--- src/rtl/data_mem_responder.sv ---
// Data-memory responder: 128x32 little-endian RAM with RV32I byte/half/word
// access, alignment/funct3 checking and a self-clearing pass after every reset.
module data_mem_responder #(
  parameter int DATA_W  = 32,
  parameter int ADDR_W  = 9,
  parameter int DEPTH_W = 128
) (
  input  logic              clk,
  input  logic              reset,
  input  logic              wr,
  input  logic              rd,
  input  logic [ADDR_W-1:0] addr,
  input  logic [DATA_W-1:0] wr_data,
  input  logic [2:0]        funct3,
  output logic [DATA_W-1:0] rd_data,
  output logic              rd_valid,
  output logic              busy,
  output logic              err,
  output logic              err_sticky
);

  localparam int IDX_W = ADDR_W - 2;

  typedef enum logic {CLEAR, READY} state_t;

  state_t            state, state_nx;
  logic [IDX_W-1:0]  clr_idx, clr_nx;
  logic [DATA_W-1:0] mem [DEPTH_W];

  logic [IDX_W-1:0]  word_idx;
  logic [1:0]        lane;
  logic [DATA_W-1:0] rd_word;
  logic [7:0]        ld_byte;
  logic [15:0]       ld_half;
  logic [DATA_W-1:0] ld_val;
  logic              size_ok, load_only, misaligned, st_ok, ld_ok;
  logic [3:0]        st_mask;
  logic [DATA_W-1:0] st_data;

  logic [IDX_W-1:0]  we_idx;
  logic [3:0]        we_mask;
  logic [DATA_W-1:0] we_data;
  logic              load_take, err_nx;
  logic [DATA_W-1:0] load_val;

  assign word_idx = addr[ADDR_W-1:2];
  assign lane     = addr[1:0];
  assign rd_word  = mem[word_idx];
  assign busy     = (state == CLEAR);

  // Request decode: legality, alignment, lane mask and load extraction.
  always_comb begin
    size_ok    = 1'b0;
    load_only  = 1'b0;
    misaligned = 1'b0;
    st_mask    = '0;
    st_data    = wr_data;
    ld_val     = '0;
    unique case (lane)
      2'd0: ld_byte = rd_word[7:0];
      2'd1: ld_byte = rd_word[15:8];
      2'd2: ld_byte = rd_word[23:16];
      2'd3: ld_byte = rd_word[31:24];
    endcase
    ld_half = addr[1] ? rd_word[31:16] : rd_word[15:0];
    case (funct3)
      3'b000: begin
        size_ok = 1'b1;
        st_mask = 4'b0001 << lane;
        st_data = {4{wr_data[7:0]}};
        ld_val  = {{(DATA_W-8){ld_byte[7]}}, ld_byte};
      end
      3'b001: begin
        size_ok    = 1'b1;
        misaligned = addr[0];
        st_mask    = addr[1] ? 4'b1100 : 4'b0011;
        st_data    = {2{wr_data[15:0]}};
        ld_val     = {{(DATA_W-16){ld_half[15]}}, ld_half};
      end
      3'b010: begin
        size_ok    = 1'b1;
        misaligned = (lane != 2'b00);
        st_mask    = 4'b1111;
        ld_val     = rd_word;
      end
      3'b100: begin
        size_ok   = 1'b1;
        load_only = 1'b1;
        ld_val    = {{(DATA_W-8){1'b0}}, ld_byte};
      end
      3'b101: begin
        size_ok    = 1'b1;
        load_only  = 1'b1;
        misaligned = addr[0];
        ld_val     = {{(DATA_W-16){1'b0}}, ld_half};
      end
      default: size_ok = 1'b0;
    endcase
    ld_ok = size_ok && !misaligned;
    st_ok = ld_ok && !load_only;
  end

  // Next state plus array write port and registered-output next values.
  always_comb begin
    state_nx  = state;
    clr_nx    = clr_idx;
    we_idx    = word_idx;
    we_mask   = '0;
    we_data   = '0;
    load_take = 1'b0;
    load_val  = '0;
    err_nx    = 1'b0;
    unique case (state)
      CLEAR: begin
        we_idx  = clr_idx;
        we_mask = '1;
        clr_nx  = clr_idx + 1'b1;
        if (clr_idx == '1) state_nx = READY;
      end
      READY: begin
        if (wr) begin
          if (st_ok) begin
            we_mask = st_mask;
            we_data = st_data;
          end
          err_nx = !st_ok || rd;
        end else if (rd) begin
          load_take = 1'b1;
          load_val  = ld_ok ? ld_val : '0;
          err_nx    = !ld_ok;
        end
      end
    endcase
  end

  always_ff @(posedge clk) begin
    for (int unsigned b = 0; b < 4; b++) begin
      if (we_mask[b]) mem[we_idx][8*b +: 8] <= we_data[8*b +: 8];
    end
  end

  always_ff @(posedge clk or posedge reset) begin
    if (reset) begin
      state      <= CLEAR;
      clr_idx    <= '0;
      rd_data    <= '0;
      rd_valid   <= 1'b0;
      err        <= 1'b0;
      err_sticky <= 1'b0;
    end else begin
      state    <= state_nx;
      clr_idx  <= clr_nx;
      rd_valid <= load_take;
      err      <= err_nx;
      if (load_take) rd_data <= load_val;
      if (err_nx) err_sticky <= 1'b1;
    end
  end

endmodule

--- config.mk ---
export PLATFORM = sky130hd
export DESIGN_NAME = data_mem_responder
export DESIGN_NICKNAME = d
export VERILOG_FILES = /design/src/rtl/data_mem_responder.sv
export SDC_FILE = /design/constraint.sdc
export NUM_CORES = 2
export LEC_CHECK = 0
export BUFFER_PORTS_ARGS = -buffer_cell sky130_fd_sc_hd__buf_2
export CORE_ASPECT_RATIO = 0.5
export CORE_MARGIN = 2
export CORE_UTILIZATION = 30
export CTS_CLUSTER_DIAMETER = 120
export CTS_CLUSTER_SIZE = 8
export DETAILED_ROUTE_END_ITERATION = 10
export PLACE_DENSITY_LB_ADDON = 0.25
export SLEW_MARGIN = 20
export SYNTH_ARGS = -nofsm -noshare
export SYNTH_HDL_FRONTEND = slang
export SYNTH_SLANG_ARGS = --single-unit
--- constraint.sdc ---
create_clock -name clk -period 9.6 [get_ports clk]
set_input_delay 0.96 -clock clk [delete_from_list [all_inputs] [get_ports clk]]
set_output_delay 0.96 -clock clk [all_outputs]
set_load 0.02 [all_outputs]
==> results.toml <==
[status]
run_status = "complete, but fails checks"
failing_checks = "design-rule violations"

[placed_design]
buffer_ports.inserted = 83
dpl.hpwl_um = 319000
gpl.final_weighted_congestion = 0.881
dp.cells = 14583

[hold_path]
hold_start = "wr"
worstHoldPathType = "in2reg"

[cells_and_area]
sequential_cell_area_um2 = 124000
syn_to_final_growth_pct = 16.1
nets_final = 8025
layoutNonFillerInstCount = 15315
multi_input_area_um2 = 36100
share_of_layout_cells_above_drive_strength_1_pct = 28.7
layout.filler_cells = 49584
layout.core_utilization_pct = 35.0

[grt]
first_global_vias = 81573
overflow = 0
globalRouteMet1Util_pct = 24.7
wire_length_of_the_first_global_routing_pass_um = 678000
grt.total_usage_pct = 17.6
grt_util_met3_pct = 4.05
grt_max_degree = 122
use_met2_pct = 27.2
gr_busiest_metal = "met2"
grt_antenna_before_repair = 45

[power]
clock_power_share_pct = 47.5
cellPowerDensity_nw_per_um2 = 209
sequentialPowerShare_pct = 49.9
leakagePower_nw = 50.3
power.internal_w = 0.0310
switching_power_of_the_nets_w = 0.00826
comb_power_share_pct = 2.7
irDropWorstVdd_v = 0.000173
swShare_pct = 21.0

[synth]
yosys_register_bits = 4139
post_synthesis_cell_count = 7494
yosysSeqAreaShare_pct = 76.7
avgSynthCellArea_um2 = 21.6
synth_top_cell_area_share_pct = 76.0
post_synth_num_cell_types = 66
synth_fp_nets = 7543
synth-async-reset-ratio_pct = 1.04
synth_warnings = 0
synth.top_cells.by_area = "sky130_fd_sc_hd__edfxtp_1 (76%), sky130_fd_sc_hd__mux4_2 (16%), sky130_fd_sc_hd__nor2_1 (1.4%), sky130_fd_sc_hd__mux2i_1 (1.2%), sky130_fd_sc_hd__nand2_1 (0.91%)"
number_of_flops_mapped_to_enable_cells_by_yosys = 4096
post_syn_area_um2 = 162000
yosys.area.top_type = "sky130_fd_sc_hd__edfxtp_1"
synth_top_flop_cell = "sky130_fd_sc_hd__edfxtp_1"

[clock_network]
tritoncts.num_buffers = 587
clockRootBuffer = "sky130_fd_sc_hd__clkbuf_16"
h-tree-depth = 6
clk_latency_ns = 1.08
clkTransAtPathRegs_ns = 0.05
ctsLongestPathBuffers = 4
cts_tree = "done"
cts_num_sinks = 4139

[drt]
route.detailed.vias_per_inst = 5.26
drt-initial-drc-count = 10552
ant_nets = 0
drt-pass1-iter-count = 11
dr_total_vias = 80551
routed_wirelength_normalized_by_instance_count_um = 32.1
drt_drc_violations_left = 9
wire_length_reported_by_the_detailed_router_um = 492000

[flow_run]
cap_violations = 0

[die]
die-width_um = 1040
fp.dieArea_um2 = 546000
die_y_um = 523
core_um2 = 537000
std_cell_rows = 190
initial_core_util_pct = 30.2
ioPinCount = 84

[worst_setup_path]
cpMaxStageDelayCell = "sky130_fd_sc_hd__nor2_1"
crit_required_ns = 10.23
worstPathCellList = "buf_12 > buf_4 > nor2b_1 > nand2_1 > o21a_1 > nor2_4 > nand2_1 > nor2_1"
critPathLaunch = "addr[2]"
r2r_start = "state"
crit_path_max_incr_delay_ns = 1.03
worst_setup_path_start_kind = "input port"
critPathKind = "in2reg"
setup.worst_path.end_class = "flop"
worstPathMaxFanout = 81
crit_arrival_ns = 5.84
critical_path.most_common_cell = "sky130_fd_sc_hd__nand2_1"

[sta]
grt_setup_unrepaired = "false"
slew_headroom_pct = 20.1
hold_viol_final = 0
period_minus_slack_ns = 5.21
setup_total_negative_slack_ns = 0
final_count_of_negative_setup_slack_endpoints = 0
period_share_pct = 54.3
final.setup_skew_ns = 0.100
tightest_slew_ns = 1.20
maximum_clock_rate_mhz = 192
slew_viol_final = 0
layer usage:
layer,part of all wire (%),up-vias
li1,-,32151
met1,43,44055
met2,45,3532
met3,8.2,787
met4,3.5,26
met5,0.037,-
critical path, delay by kind of cell:
family | cells | cell delay [ns]
AND/OR/NAND/NOR | 5 | 2.99
AO/OA/AOI/OAI | 1 | 0.22
buffers and inverters | 2 | 1.21
cells in the mapped netlist, drive strengths merged (14+ instances only):
cell type and instances:
edfxtp 4096, mux4 1130, nor2 603, nand2 393, buf 236, clkbuf 196
mux2i 191, a22oi 75, a21oi 70, o21ai 47, dfrtp 43, nand3 42
a221oi 40, a31oi 35, a32oi 32, nor2b 24, nand2b 23, a32o 22
a22o 18, o22ai 17, and2 15, nor3 14, o221ai 14
state kept, by name (all words and copies together) (netlist names):
register,count
rd_data,32
mem,4096
err_sticky,1
clr_idx,7
state,1
err,1
rd_valid,1
path summary, 6_finish.rpt:
kind                       slack (ns)      endpoint  depth (start not counted)
max reg2reg                      4.59  mem[112][13]                          7
max in group asynchronous        8.44    clr_idx[4]                          4
min                              0.28           err                          3
min reg2reg                      0.50    clr_idx[2]                          1
max                              4.39   mem[37][10]                          8
min in group asynchronous        0.61           err                          4
power groups by stage:
stage	registers, W	logic [W]	clock network (W)
after floorplan	0.0199	0.000674	0
after global placement	0.0199	0.00106	0
after detailed placement	0.0199	0.00106	0
after CTS	0.0196	0.00106	0.0190
after global routing	0.0196	0.00109	0.0197
final	0.0196	0.00105	0.0186
stage by stage:
stage / worst slack (ns) / total power (W) / cell area [um^2] / hold WS [ns]
finish: 4.39 / 0.0393 / 188000 / 0.282
global route: 4.32 / 0.0404 / 188000 / 0.282
CTS: 4.62 / 0.0396 / 188000 / 0.197
detailed placement: 3.44 / 0.0210 / 172000 / 0.482
global placement: 3.37 / 0.0210 / 171000 / 0.460
floorplan: 0.995 / 0.0206 / 162000 / 0.451
layout by cell type, fill, tap and decap left out, types with 8 or more instances in the layout:
cell type                   synthesis  layout
sky130_fd_sc_hd__o22ai_1           17      17
sky130_fd_sc_hd__a32oi_1           32      32
sky130_fd_sc_hd__a211o_1            8       8
sky130_fd_sc_hd__nand3_1           42      41
sky130_fd_sc_hd__inv_16             0      16
sky130_fd_sc_hd__mux2i_1          191     191
sky130_fd_sc_hd__and2_4             0       8
sky130_fd_sc_hd__nand2b_1          23      23
sky130_fd_sc_hd__clkinv_8           0      10
sky130_fd_sc_hd__inv_1              9       8
sky130_fd_sc_hd__a21oi_1           70      53
sky130_fd_sc_hd__o21ai_0           47      46
sky130_fd_sc_hd__nor2_1           603     466
sky130_fd_sc_hd__a211oi_4           0       8
sky130_fd_sc_hd__dfrtp_1           43      43
sky130_fd_sc_hd__o211ai_1          10      10
sky130_fd_sc_hd__a221oi_1          37      37
sky130_fd_sc_hd__nor2b_1           24      16
sky130_fd_sc_hd__nor3_1            14      11
sky130_fd_sc_hd__mux2_2             9       9
sky130_fd_sc_hd__edfxtp_1        4096    4096
sky130_fd_sc_hd__a22oi_1           75      75
sky130_fd_sc_hd__diode_2            0      42
sky130_fd_sc_hd__clkbuf_16          0     599
sky130_fd_sc_hd__buf_12             3      17
sky130_fd_sc_hd__a31oi_1           35      35
sky130_fd_sc_hd__nor2_2             0     123
sky130_fd_sc_hd__a32o_1            22      22
sky130_fd_sc_hd__nand2_1          393     392
sky130_fd_sc_hd__mux4_2          1128    1128
sky130_fd_sc_hd__buf_4             51     199
sky130_fd_sc_hd__inv_6              0      16
sky130_fd_sc_hd__buf_2             96      78
sky130_fd_sc_hd__buf_6             57       8
sky130_fd_sc_hd__buf_8              3      18
sky130_fd_sc_hd__clkbuf_1         196      39
sky130_fd_sc_hd__a21oi_4            0      16
sky130_fd_sc_hd__a22o_1            18      18
sky130_fd_sc_hd__nor2_4             0      14
cell families after synthesis:
family                     synth area share, %
and+or+nand+nor                           2.85
DFF                                       76.7
adders and majority gates              0.00773
xor gates and xnor gates                0.0379
buffers and inverters                     1.54
muxes                                     17.0
AOI/OAI and AO/OA                         1.94
cell type report:
type                       count  area share (%)
sequential                  4139            66.0
timing repair buffer         325            1.43
multi-input combinational   2912            19.2
clock buffer                 638            8.05
tap                         7200            4.79
clock inverter                48           0.425
antenna                       42          0.0559
inverter                      11          0.0286
timing repair:
item,in CTS,in global routing
hold buffers,1,0
gates resized for setup,0,0
hold endpoints to repair,17,0
endpoints found under the setup margin,0,0
buffers inserted,0,0
No activity file was read; power rests on OpenSTA's default activity.
